<file path="src/rtl/piezo_melody_seq_if.sv">
// Control/status and melody-ROM signals of the piezo melody sequencer.
// The slave modport is the sequencer; the master side is the alarm controller plus the note ROM.
`timescale 1ns/1ps
interface piezo_melody_seq_if #(
  parameter int PERIOD_W = 8,
  parameter int STEP_W   = 6,
  parameter int SEL_W    = 1
);
  logic                      enable;
  logic                      start;
  logic                      stop;
  logic [SEL_W-1:0]          song_sel;
  logic                      loop_en;
  logic [SEL_W+STEP_W-1:0]   note_addr;
  logic [PERIOD_W-1:0]       note_data;
  logic                      piezo;
  logic                      busy;
  logic                      done;
  logic [STEP_W-1:0]         step;

  modport slave (
    input  enable, start, stop, song_sel, loop_en, note_data,
    output note_addr, piezo, busy, done, step
  );

  modport master (
    output enable, start, stop, song_sel, loop_en, note_data,
    input  note_addr, piezo, busy, done, step
  );
endinterface

</file>
<file path="src/rtl/piezo_melody_seq.sv">
// Melody sequencer: steps through a song in an external zero-latency note ROM and
// drives the piezo with a square wave whose half-period is the note code.
`timescale 1ns/1ps
module piezo_melody_seq #(
  parameter int NOTE_TICKS = 500,
  parameter int GAP_TICKS  = 50,
  parameter int PERIOD_W   = 8,
  parameter int STEP_W     = 6,
  parameter int SEL_W      = 1
) (
  input  logic              clk_i,
  input  logic              resetn_i,
  piezo_melody_seq_if.slave bus
);

  localparam int TICK_W = (NOTE_TICKS > 2) ? $clog2(NOTE_TICKS) : 1;
  localparam logic [TICK_W-1:0] TICK_LAST = TICK_W'(NOTE_TICKS - 1);

  typedef enum logic {IDLE, PLAY} state_e;

  state_e                    state_q;
  logic [SEL_W-1:0]          song_q;
  logic [STEP_W-1:0]         step_q;
  logic [SEL_W+STEP_W-1:0]   addr_q;
  logic [TICK_W-1:0]         tick_q;
  logic [PERIOD_W-1:0]       tone_q;
  logic [PERIOD_W-1:0]       note_q;
  logic                      piezo_q;
  logic                      busy_q;
  logic                      done_q;

  logic [TICK_W-1:0]         tick_d;
  logic [PERIOD_W-1:0]       tone_d;
  logic [STEP_W-1:0]         step_d;
  logic                      start_ok;
  logic                      in_gap;
  logic                      tick_last;
  logic                      step_last;
  logic                      tone_hit;

  assign tick_d    = tick_q + TICK_W'(1);
  assign tone_d    = tone_q + PERIOD_W'(1);
  assign step_d    = step_q + STEP_W'(1);
  assign start_ok  = bus.start && bus.enable && !bus.stop;
  assign tick_last = (tick_q == TICK_LAST);
  assign step_last = (step_q == {STEP_W{1'b1}});
  assign tone_hit  = (tone_q == note_q - PERIOD_W'(1));
  // Compared at 32 bits so GAP_TICKS=0 (gap start == NOTE_TICKS) cannot wrap.
  assign in_gap    = ($unsigned(32'(tick_q)) >= $unsigned(32'(NOTE_TICKS - GAP_TICKS)));

  always_ff @(posedge clk_i) begin
    if (!resetn_i) begin
      state_q <= IDLE;
      song_q  <= '0;
      step_q  <= '0;
      addr_q  <= '0;
      tick_q  <= '0;
      tone_q  <= '0;
      note_q  <= '0;
      piezo_q <= 1'b0;
      busy_q  <= 1'b0;
      done_q  <= 1'b0;
    end else begin
      done_q <= 1'b0;
      case (state_q)
        IDLE: begin
          if (start_ok) begin
            state_q <= PLAY;
            busy_q  <= 1'b1;
            song_q  <= bus.song_sel;
            step_q  <= '0;
            addr_q  <= {bus.song_sel, {STEP_W{1'b0}}};
            tick_q  <= '0;
            tone_q  <= '0;
            piezo_q <= 1'b0;
          end
        end
        PLAY: begin
          if (bus.stop || !bus.enable) begin
            state_q <= IDLE;
            busy_q  <= 1'b0;
            piezo_q <= 1'b0;
            step_q  <= '0;
            addr_q  <= {song_q, {STEP_W{1'b0}}};
            tick_q  <= '0;
            tone_q  <= '0;
          end else if (bus.start) begin
            song_q  <= bus.song_sel;
            step_q  <= '0;
            addr_q  <= {bus.song_sel, {STEP_W{1'b0}}};
            tick_q  <= '0;
            tone_q  <= '0;
            piezo_q <= 1'b0;
          end else begin
            // Tick 0 latches the note; the address settled on the previous edge.
            if (tick_q == '0) begin
              note_q <= bus.note_data;
              tone_q <= '0;
            end else if (in_gap) begin
              piezo_q <= 1'b0;
              tone_q  <= '0;
            end else if (note_q == '0) begin
              piezo_q <= 1'b0;
            end else if (tone_hit) begin
              tone_q  <= '0;
              piezo_q <= ~piezo_q;
            end else begin
              tone_q <= tone_d;
            end

            if (tick_last) begin
              tick_q <= '0;
              if (!step_last) begin
                step_q <= step_d;
                addr_q <= {song_q, step_d};
              end else if (bus.loop_en) begin
                step_q <= '0;
                addr_q <= {song_q, {STEP_W{1'b0}}};
              end else begin
                state_q <= IDLE;
                busy_q  <= 1'b0;
                done_q  <= 1'b1;
                piezo_q <= 1'b0;
                tone_q  <= '0;
                step_q  <= '0;
                addr_q  <= {song_q, {STEP_W{1'b0}}};
              end
            end else begin
              tick_q <= tick_d;
            end
          end
        end
        default: state_q <= IDLE;
      endcase
    end
  end

  assign bus.note_addr = addr_q;
  assign bus.piezo     = piezo_q;
  assign bus.busy      = busy_q;
  assign bus.done      = done_q;
  assign bus.step      = step_q;

endmodule

</file>
<file path="src/flat_wrapper.sv">
// flat-port wrapper written by rule: the top's interface ports become plain ports
module piezo_melody_seq_flat 
#(
  parameter int NOTE_TICKS = 500,
  parameter int GAP_TICKS  = 50,
  parameter int PERIOD_W   = 8,
  parameter int STEP_W     = 6,
  parameter int SEL_W      = 1
)
  (clk_i, resetn_i, bus_enable, bus_start, bus_stop, bus_song_sel, bus_loop_en, bus_note_data, bus_note_addr, bus_piezo, bus_busy, bus_done, bus_step);
  piezo_melody_seq_if #(.PERIOD_W(PERIOD_W), .STEP_W(STEP_W), .SEL_W(SEL_W)) bus_i ();
  input  logic clk_i;
  input  logic resetn_i;
  input wire logic [$bits(bus_i.enable)-1:0] bus_enable;
  input wire logic [$bits(bus_i.start)-1:0] bus_start;
  input wire logic [$bits(bus_i.stop)-1:0] bus_stop;
  input wire logic [$bits(bus_i.song_sel)-1:0] bus_song_sel;
  input wire logic [$bits(bus_i.loop_en)-1:0] bus_loop_en;
  input wire logic [$bits(bus_i.note_data)-1:0] bus_note_data;
  output wire logic [$bits(bus_i.note_addr)-1:0] bus_note_addr;
  output wire logic [$bits(bus_i.piezo)-1:0] bus_piezo;
  output wire logic [$bits(bus_i.busy)-1:0] bus_busy;
  output wire logic [$bits(bus_i.done)-1:0] bus_done;
  output wire logic [$bits(bus_i.step)-1:0] bus_step;
  assign bus_i.enable = bus_enable;
  assign bus_i.start = bus_start;
  assign bus_i.stop = bus_stop;
  assign bus_i.song_sel = bus_song_sel;
  assign bus_i.loop_en = bus_loop_en;
  assign bus_i.note_data = bus_note_data;
  assign bus_note_addr = bus_i.note_addr;
  assign bus_piezo = bus_i.piezo;
  assign bus_busy = bus_i.busy;
  assign bus_done = bus_i.done;
  assign bus_step = bus_i.step;
  piezo_melody_seq #(.NOTE_TICKS(NOTE_TICKS), .GAP_TICKS(GAP_TICKS), .PERIOD_W(PERIOD_W), .STEP_W(STEP_W), .SEL_W(SEL_W)) u_core (.clk_i(clk_i), .resetn_i(resetn_i), .bus(bus_i));
endmodule
</file>
<file path="config.mk">
export PLATFORM = sky130hd
export DESIGN_NAME = piezo_melody_seq_flat
export DESIGN_NICKNAME = d
export VERILOG_FILES = /design/src/rtl/piezo_melody_seq_if.sv /design/src/rtl/piezo_melody_seq.sv /design/src/flat_wrapper.sv
export SDC_FILE = /design/constraint.sdc
export NUM_CORES = 1
export LEC_CHECK = 0
export ABC_AREA = 1
export ABC_CLOCK_PERIOD_IN_PS = 1800
export CORE_MARGIN = 10
export CORE_UTILIZATION = 30
export CTS_BUF_LIST = sky130_fd_sc_hd__clkbuf_4
export CTS_CLUSTER_SIZE = 16
export DETAILED_ROUTE_END_ITERATION = 8
export GPL_TIMING_DRIVEN = 0
export HOLD_SLACK_MARGIN = 0.08
export SLEW_MARGIN = 20
export SYNTH_ARGS = -nofsm -noshare
export SYNTH_HDL_FRONTEND = slang
export SYNTH_SLANG_ARGS = --single-unit
</file>
<file path="constraint.sdc">
create_clock -name clk_i -period 1.8 [get_ports clk_i]
set_clock_uncertainty 0.2 [all_clocks]
set_input_delay 0.36 -clock clk_i [delete_from_list [all_inputs] [get_ports clk_i]]
set_output_delay 0.36 -clock clk_i [all_outputs]
set_load 0.05 [all_outputs]
</file>
Word level (Yosys, flattened, before mapping)
Index checks and enable logic that the tools add are counted.

Add/subtract/negate cells: 4. Multipliers: 0. Divide/modulo/power cells: 0. Magnitude comparators: 1. Equal/unequal tests: 11. Shift operators: 0. Mux-type cells: 58. Bitwise gates (word level): 7. Reduce and logical (&&, ||, !) cells: 12.

Operators with widths (count): $mux W8 (10); $mux W6 (6); $mux W9 (4); $mux W7 (4); $mux W1 (26); $pmux W9 S2 (1); $pmux W8 S2 (1); $pmux W7 S2 (1); $ne A3 B3 Y1 const B (4); $pmux W6 S2 (1); $add A9 B1 Y9 const B (1); $eq A9 B9 Y1 const B (1); $ge A9 B9 Y1 const B (1); $logic_not A9 Y1 (1); $add A8 B1 Y8 const B (1); $eq A8 B8 Y1 (1); $logic_not A8 Y1 (1); $pmux W1 S2 (4); $sub A8 B1 Y8 const B (1); $not A1 Y1 (7); $add A6 B1 Y6 const B (1); $eq A6 B6 Y1 const B (1); $reduce_or A6 Y1 (1); $reduce_and A5 Y1 (1); other kinds (9) (12).

Register bits: 43. Latch bits: 0. RAM bits: 0. Bits in read-only memories: 0. Input bits: 15. Output and inout port bits: 16. Logic and storage cells: 103. Memories kept: 0.

Logic depth before layout (Yosys ltp)
Word-level depth: 12. Gate-level depth with buffers: 15. Mapped depth without buffers: 15.

Worst setup path before layout
OpenSTA, ideal clock, no wires.

Path kind: register to register. Start: register u_core.step_q[0] (netlist: u_core.bus.step[0]). End: register u_core.tone_q[1]. Library setup time: 0.127 ns. Arrival time: 1.794 ns. Data required time: 1.473 ns. Slack: -0.320 ns. Stages on the path, launching flop included: 13. Path buffers: 0. Clock period less this slack: 2.120 ns. Path through: dfxtp_1 ha_1 nand2_1 nor2_1 nand2_1 nor2_1 nand2_1 nand2_1 nor2_1 nand2_1 inv_2 nor2_4 nor2_1.

Cells in the longest elaborated chain, start to end: 6.

Ends and longest elaborated chain: start: declaration (line piezo_melody_seq.sv:23) `logic [STEP_W-1:0] step_q;`; start signal: assignment (line piezo_melody_seq.sv:114) `step_q <= step_d;`; $eq A6 B6 Y1 (line piezo_melody_seq.sv:46) `assign step_last = (step_q == {STEP_W{1'b1}});`; $mux W8 (line piezo_melody_seq.sv:113) `if (!step_last) begin`; $mux W8 (line piezo_melody_seq.sv:111) `if (tick_last) begin`; $mux W8 (line piezo_melody_seq.sv:87) `end else if (bus.start) begin`; $mux W8 (line piezo_melody_seq.sv:79) `if (bus.stop || !bus.enable) begin`; $pmux W8 S2 (line piezo_melody_seq.sv:65) `case (state_q)`; end signal: assignment (line piezo_melody_seq.sv:108) `tone_q <= tone_d;`; end: declaration (line piezo_melody_seq.sv:26) `logic [PERIOD_W-1:0] tone_q;`.

No other way between the ends. A chain may end at the register's enable or synchronous reset.

Worst setup path in the final report
Start: register u_core.note_q[0]. End: register u_core.tone_q[6].

Cells in the longest elaborated chain, start to end: 12. Elaborated cells between the ends (all ways): 13. Those cells by class: add/sub (1); eq/ne (1); mux (10); reduce/logical (1).

Ends and longest elaborated chain: start: declaration (line piezo_melody_seq.sv:27) `logic [PERIOD_W-1:0] note_q;`; start signal: assignment (line piezo_melody_seq.sv:97) `note_q <= bus.note_data;`; $sub A8 B1 Y8 (line piezo_melody_seq.sv:47) `assign tone_hit = (tone_q == note_q - PERIOD_W'(1));`; $eq A8 B8 Y1 (line piezo_melody_seq.sv:47); $mux W8 (line piezo_melody_seq.sv:104) `end else if (tone_hit) begin`; $mux W8 * (line piezo_melody_seq.sv:102) `end else if (note_q == '0) begin`; $mux W8 * (line piezo_melody_seq.sv:99) `end else if (in_gap) begin`; $mux W8 * (line piezo_melody_seq.sv:96) `if (tick_q == '0) begin`; $mux W8 (line piezo_melody_seq.sv:116) `end else if (bus.loop_en) begin`; $mux W8 (line piezo_melody_seq.sv:113); $mux W8 * (line piezo_melody_seq.sv:111); $mux W8 * (line piezo_melody_seq.sv:87); $mux W8 * (line piezo_melody_seq.sv:79); $pmux W8 S2 * (line piezo_melody_seq.sv:65).

Every way passes the cells marked *; elsewhere a longest branch is shown, timed or not.

==> results_dict.tcl <==
set metrics [dict create \
    status "complete, but fails checks" \
    violations "setup timing" \
    h-tree-depth 2 \
    grt_pass1_vias 2347 \
    crit_path_cell_trace "inv_4, buf_4, ha_2, nand2_2, nor2_4, nor2_4, nand2_2, nor2_2, nand2_1, xnor2_1, nand2_2, a21oi_2" \
    ioPinCount 31 \
    seqPwrFrac 0.467 \
    syn_avg_cell_area_um2 6.69 \
    ys.warnings.count 0 \
    cpMostUsedCell "nand2_2" \
    synth.distinct_cells 34 \
    start_util 0.308 \
    cts_tree "built" \
    core_area_um2 7250 \
    critPathKind "flop to flop" \
    track_usage 0.109 \
    final_common_cell "nand2_1" \
    final_nets 423 \
    fin_util 0.461 \
    place_inst 463 \
    required_ns 1.89 \
    tightest_slew_ns 0.673 \
    crit_slowest_cell "dfxtp_2" \
    clock-root-buffer "clkbuf_4" \
    synth-seq-cells 37 \
    pre_cts_ws_ns -0.578 \
    fillers 733 \
    fin_cells 501 \
    antenna_left 0 \
    area_growth_pct 49.5 \
    postCtsHoldBufs 0 \
    worstPathArrival_ns 1.94 \
    grt_pass1_wl_um 10400 \
    routed-via-count 2274 \
    p_per_area_nw_per_um2 532 \
    min_path_cells 2 \
    p_switching_mw 0.446 \
    antenna_found_initial 0 \
    worstSetupStartpoint "u_core.note_q[0]$_SDFFE_PN0P_" \
    gr-total-overflow 0 \
    wire_per_inst_um 12.4 \
    start_kind "flop" \
    relSlewSlack 0.551 \
    fin_crit_ns 1.85 \
    insertion_delay_ns 0.35 \
    internal_power_mw 1.33 \
    die_w_um 106 \
    drive_gt1_frac 0.410 \
    fin_ws_ns -0.0486 \
    cp-end-kind "flop" \
    ys_seq_area_frac 0.331 \
    p_comb_frac 0.112 \
    syn_area_um2 2240 \
    dieArea_um2 11300 \
    row_count 31 \
    ir_drop_v 0.000262 \
    power.leakage_nw 1.35 \
    design_area_um2 3340 \
    drt-vias-per-instance 4.54 \
    drc_errors 0 \
    max_stage_delay_ns 0.37 \
    hold_viol 0 \
    hold_class "flop to flop" \
    reg2reg_from "u_core.note_q[0]$_SDFFE_PN0P_" \
    reg2reg_depth 12 \
    cts.sinks 37 \
    hold_start "u_core.tick_q[5]$_SDFFE_PN0P_" \
    place_area_um2 2670 \
    numCtsBuffers 5 \
    routed_wl_um 6240 \
    setup_viol 4 \
    netlist_instances 334 \
    drt_iter0_drc 80 \
    diodes 0 \
    dpl.hpwl_um 4310 \
    drv_cap 0 \
    firstDrtPassIters 4 \
    numPortBuffers 30 \
    sw_frac_of_total 0.251 \
    path_max_fanout 5 \
    syn-num-nets 356 \
    gp_congestion 0.816 \
    die_h_um 106 \
    grt_setup_unrepaired "yes" \
    min_period_over_period 1.03 \
    pwr-share-clk 0.421 \
    slew_violations 0 \
    clk_path_buf_depth 2 \
    grt_max_degree 13 \
    fmax_mhz 541 \
    clkTransAtPathRegs_ns 0.13 \
    final_cell_mix "59 x nand2_1, 34 x buf_4, 33 x inv_1, 26 x dfxtp_1, 25 x nor2_1" \
]
[power by group through the flow]
stage | sequential (mW) | combinational, mW | clock (mW)
finish | 0.830 | 0.200 | 0.748
detailed placement | 0.850 | 0.166 | 0
global placement | 0.850 | 0.166 | 0
CTS | 0.831 | 0.176 | 0.754
floorplan | 0.864 | 0.0838 | 0
global route | 0.832 | 0.217 | 0.791
[area by class of cell]
class | count | area [µm²] | share of cell area
multi-input combinational | 236 | 1550 | 0.465
sequential | 37 | 764 | 0.229
timing repair buffer | 60 | 515 | 0.154
inverter | 49 | 201 | 0.0603
tap | 99 | 124 | 0.0371
buffer | 12 | 81.3 | 0.0243
clock inverter | 3 | 65.1 | 0.0195
clock buffer | 5 | 37.5 | 0.0112
[critical path: cells and delay by family, from the launching register on]
family                   cells  cell delay [ns]
XOR/XNOR                     1             0.16
adder cells (fa/ha/maj)      1             0.18
AND/OR/NAND/NOR              7             0.59
AO/OA/AOI/OAI                1             0.10
buffers and inverters        2             0.19
flip-flops                   1             0.37
[kinds of logic (layout without fill, tap and decap cells)]
| logic type | count (synthesis) | after routing | share of synthesized area |
|---|---|---|---|
| adders and majority gates | 7 | 7 | 0.0392 |
| DFF | 37 | 37 | 0.331 |
| xor gates and xnor gates | 9 | 9 | 0.0353 |
| muxes | 1 | 1 | 0.00448 |
| and+or+nand+nor | 162 | 162 | 0.329 |
| buffers and inverters | 61 | 129 | 0.117 |
| AOI/OAI and AO/OA | 57 | 57 | 0.144 |
[worst paths after layout]
| check | to | slack (ns) |
|---|---|---|
| setup reg to reg | u_core.tone_q[6]$_SDFFE_PN0P_ | -0.05 |
| setup / recovery | u_core.tone_q[6]$_SDFFE_PN0P_ | -0.05 |
| hold / removal | u_core.tick_q[5]$_SDFFE_PN0P_ | 0.30 |
| hold reg to reg | u_core.tick_q[5]$_SDFFE_PN0P_ | 0.30 |
[per-stage QoR]
stage	setup TNS [ns]	hold WS, ns	total power, mW
detailed placement	-14.62	0.282	1.02
global placement	-13.37	0.281	1.02
floorplan	0	0.269	0.948
global route	-1.79	0.327	1.84
finish	-0.0831	0.302	1.78
CTS	-1.05	0.315	1.76
[repair_timing]
item,4_1_cts,5_1_grt
cloned,0,1
setup endpoints to repair,46,37
setup buffers,15,14
pin swaps,19,36
endpoints found under the hold margin,0,0
resized for setup,85,92
[registers in the layout, indices dropped and copies added (netlist names)]
| register | cells |
|---|---|
| u_core.tick_q | 9 |
| u_core.bus.busy | 1 |
| u_core.bus.done | 1 |
| u_core.note_q | 8 |
| u_core.bus.step | 5 |
| u_core.bus.note_addr | 2 |
| u_core.tone_q | 8 |
| u_core.bus.piezo | 1 |
| u_core.song_q | 1 |
| u_core.state_q | 1 |
[routing by layer]
layer	track usage	vias up	routed length, µm
met5	0	-	0
li1	-	1197	-
met4	0.0251	0	52
met3	0.0320	8	241
met2	0.196	31	3070
met1	0.123	1038	2880
[cell usage after synthesis]
cell / n / area (µm²)
nor2_2: 8 / 50.1
o31ai_1: 1 / 7.51
nand4_1: 3 / 18.8
a211oi_1: 1 / 7.51
a211oi_2: 1 / 12.5
ha_1: 7 / 87.6
o21ai_0: 19 / 95.1
nand4_2: 1 / 12.5
a32o_1: 1 / 10.0
inv_2: 6 / 22.5
nand2_1: 73 / 274
dfxtp_1: 37 / 741
and3_1: 1 / 6.26
a21o_1: 1 / 7.51
a21oi_1: 29 / 145
nand3_1: 21 / 105
nor3_2: 1 / 10.0
nor3_1: 4 / 20.0
nor2_4: 5 / 56.3
buf_2: 2 / 10.0
o311ai_0: 1 / 8.76
nand2_2: 4 / 25.0
a21oi_2: 1 / 8.76
inv_1: 43 / 161
nand3b_1: 1 / 7.51
xnor2_1: 4 / 35.0
xor2_1: 5 / 43.8
buf_4: 6 / 45.0
mux2i_1: 1 / 10.0
buf_6: 1 / 11.3
clkbuf_1: 3 / 11.3
o31ai_2: 1 / 12.5
o22ai_1: 1 / 6.26
nor2_1: 40 / 150
Note: power is estimated with default switching activity, not from simulation.
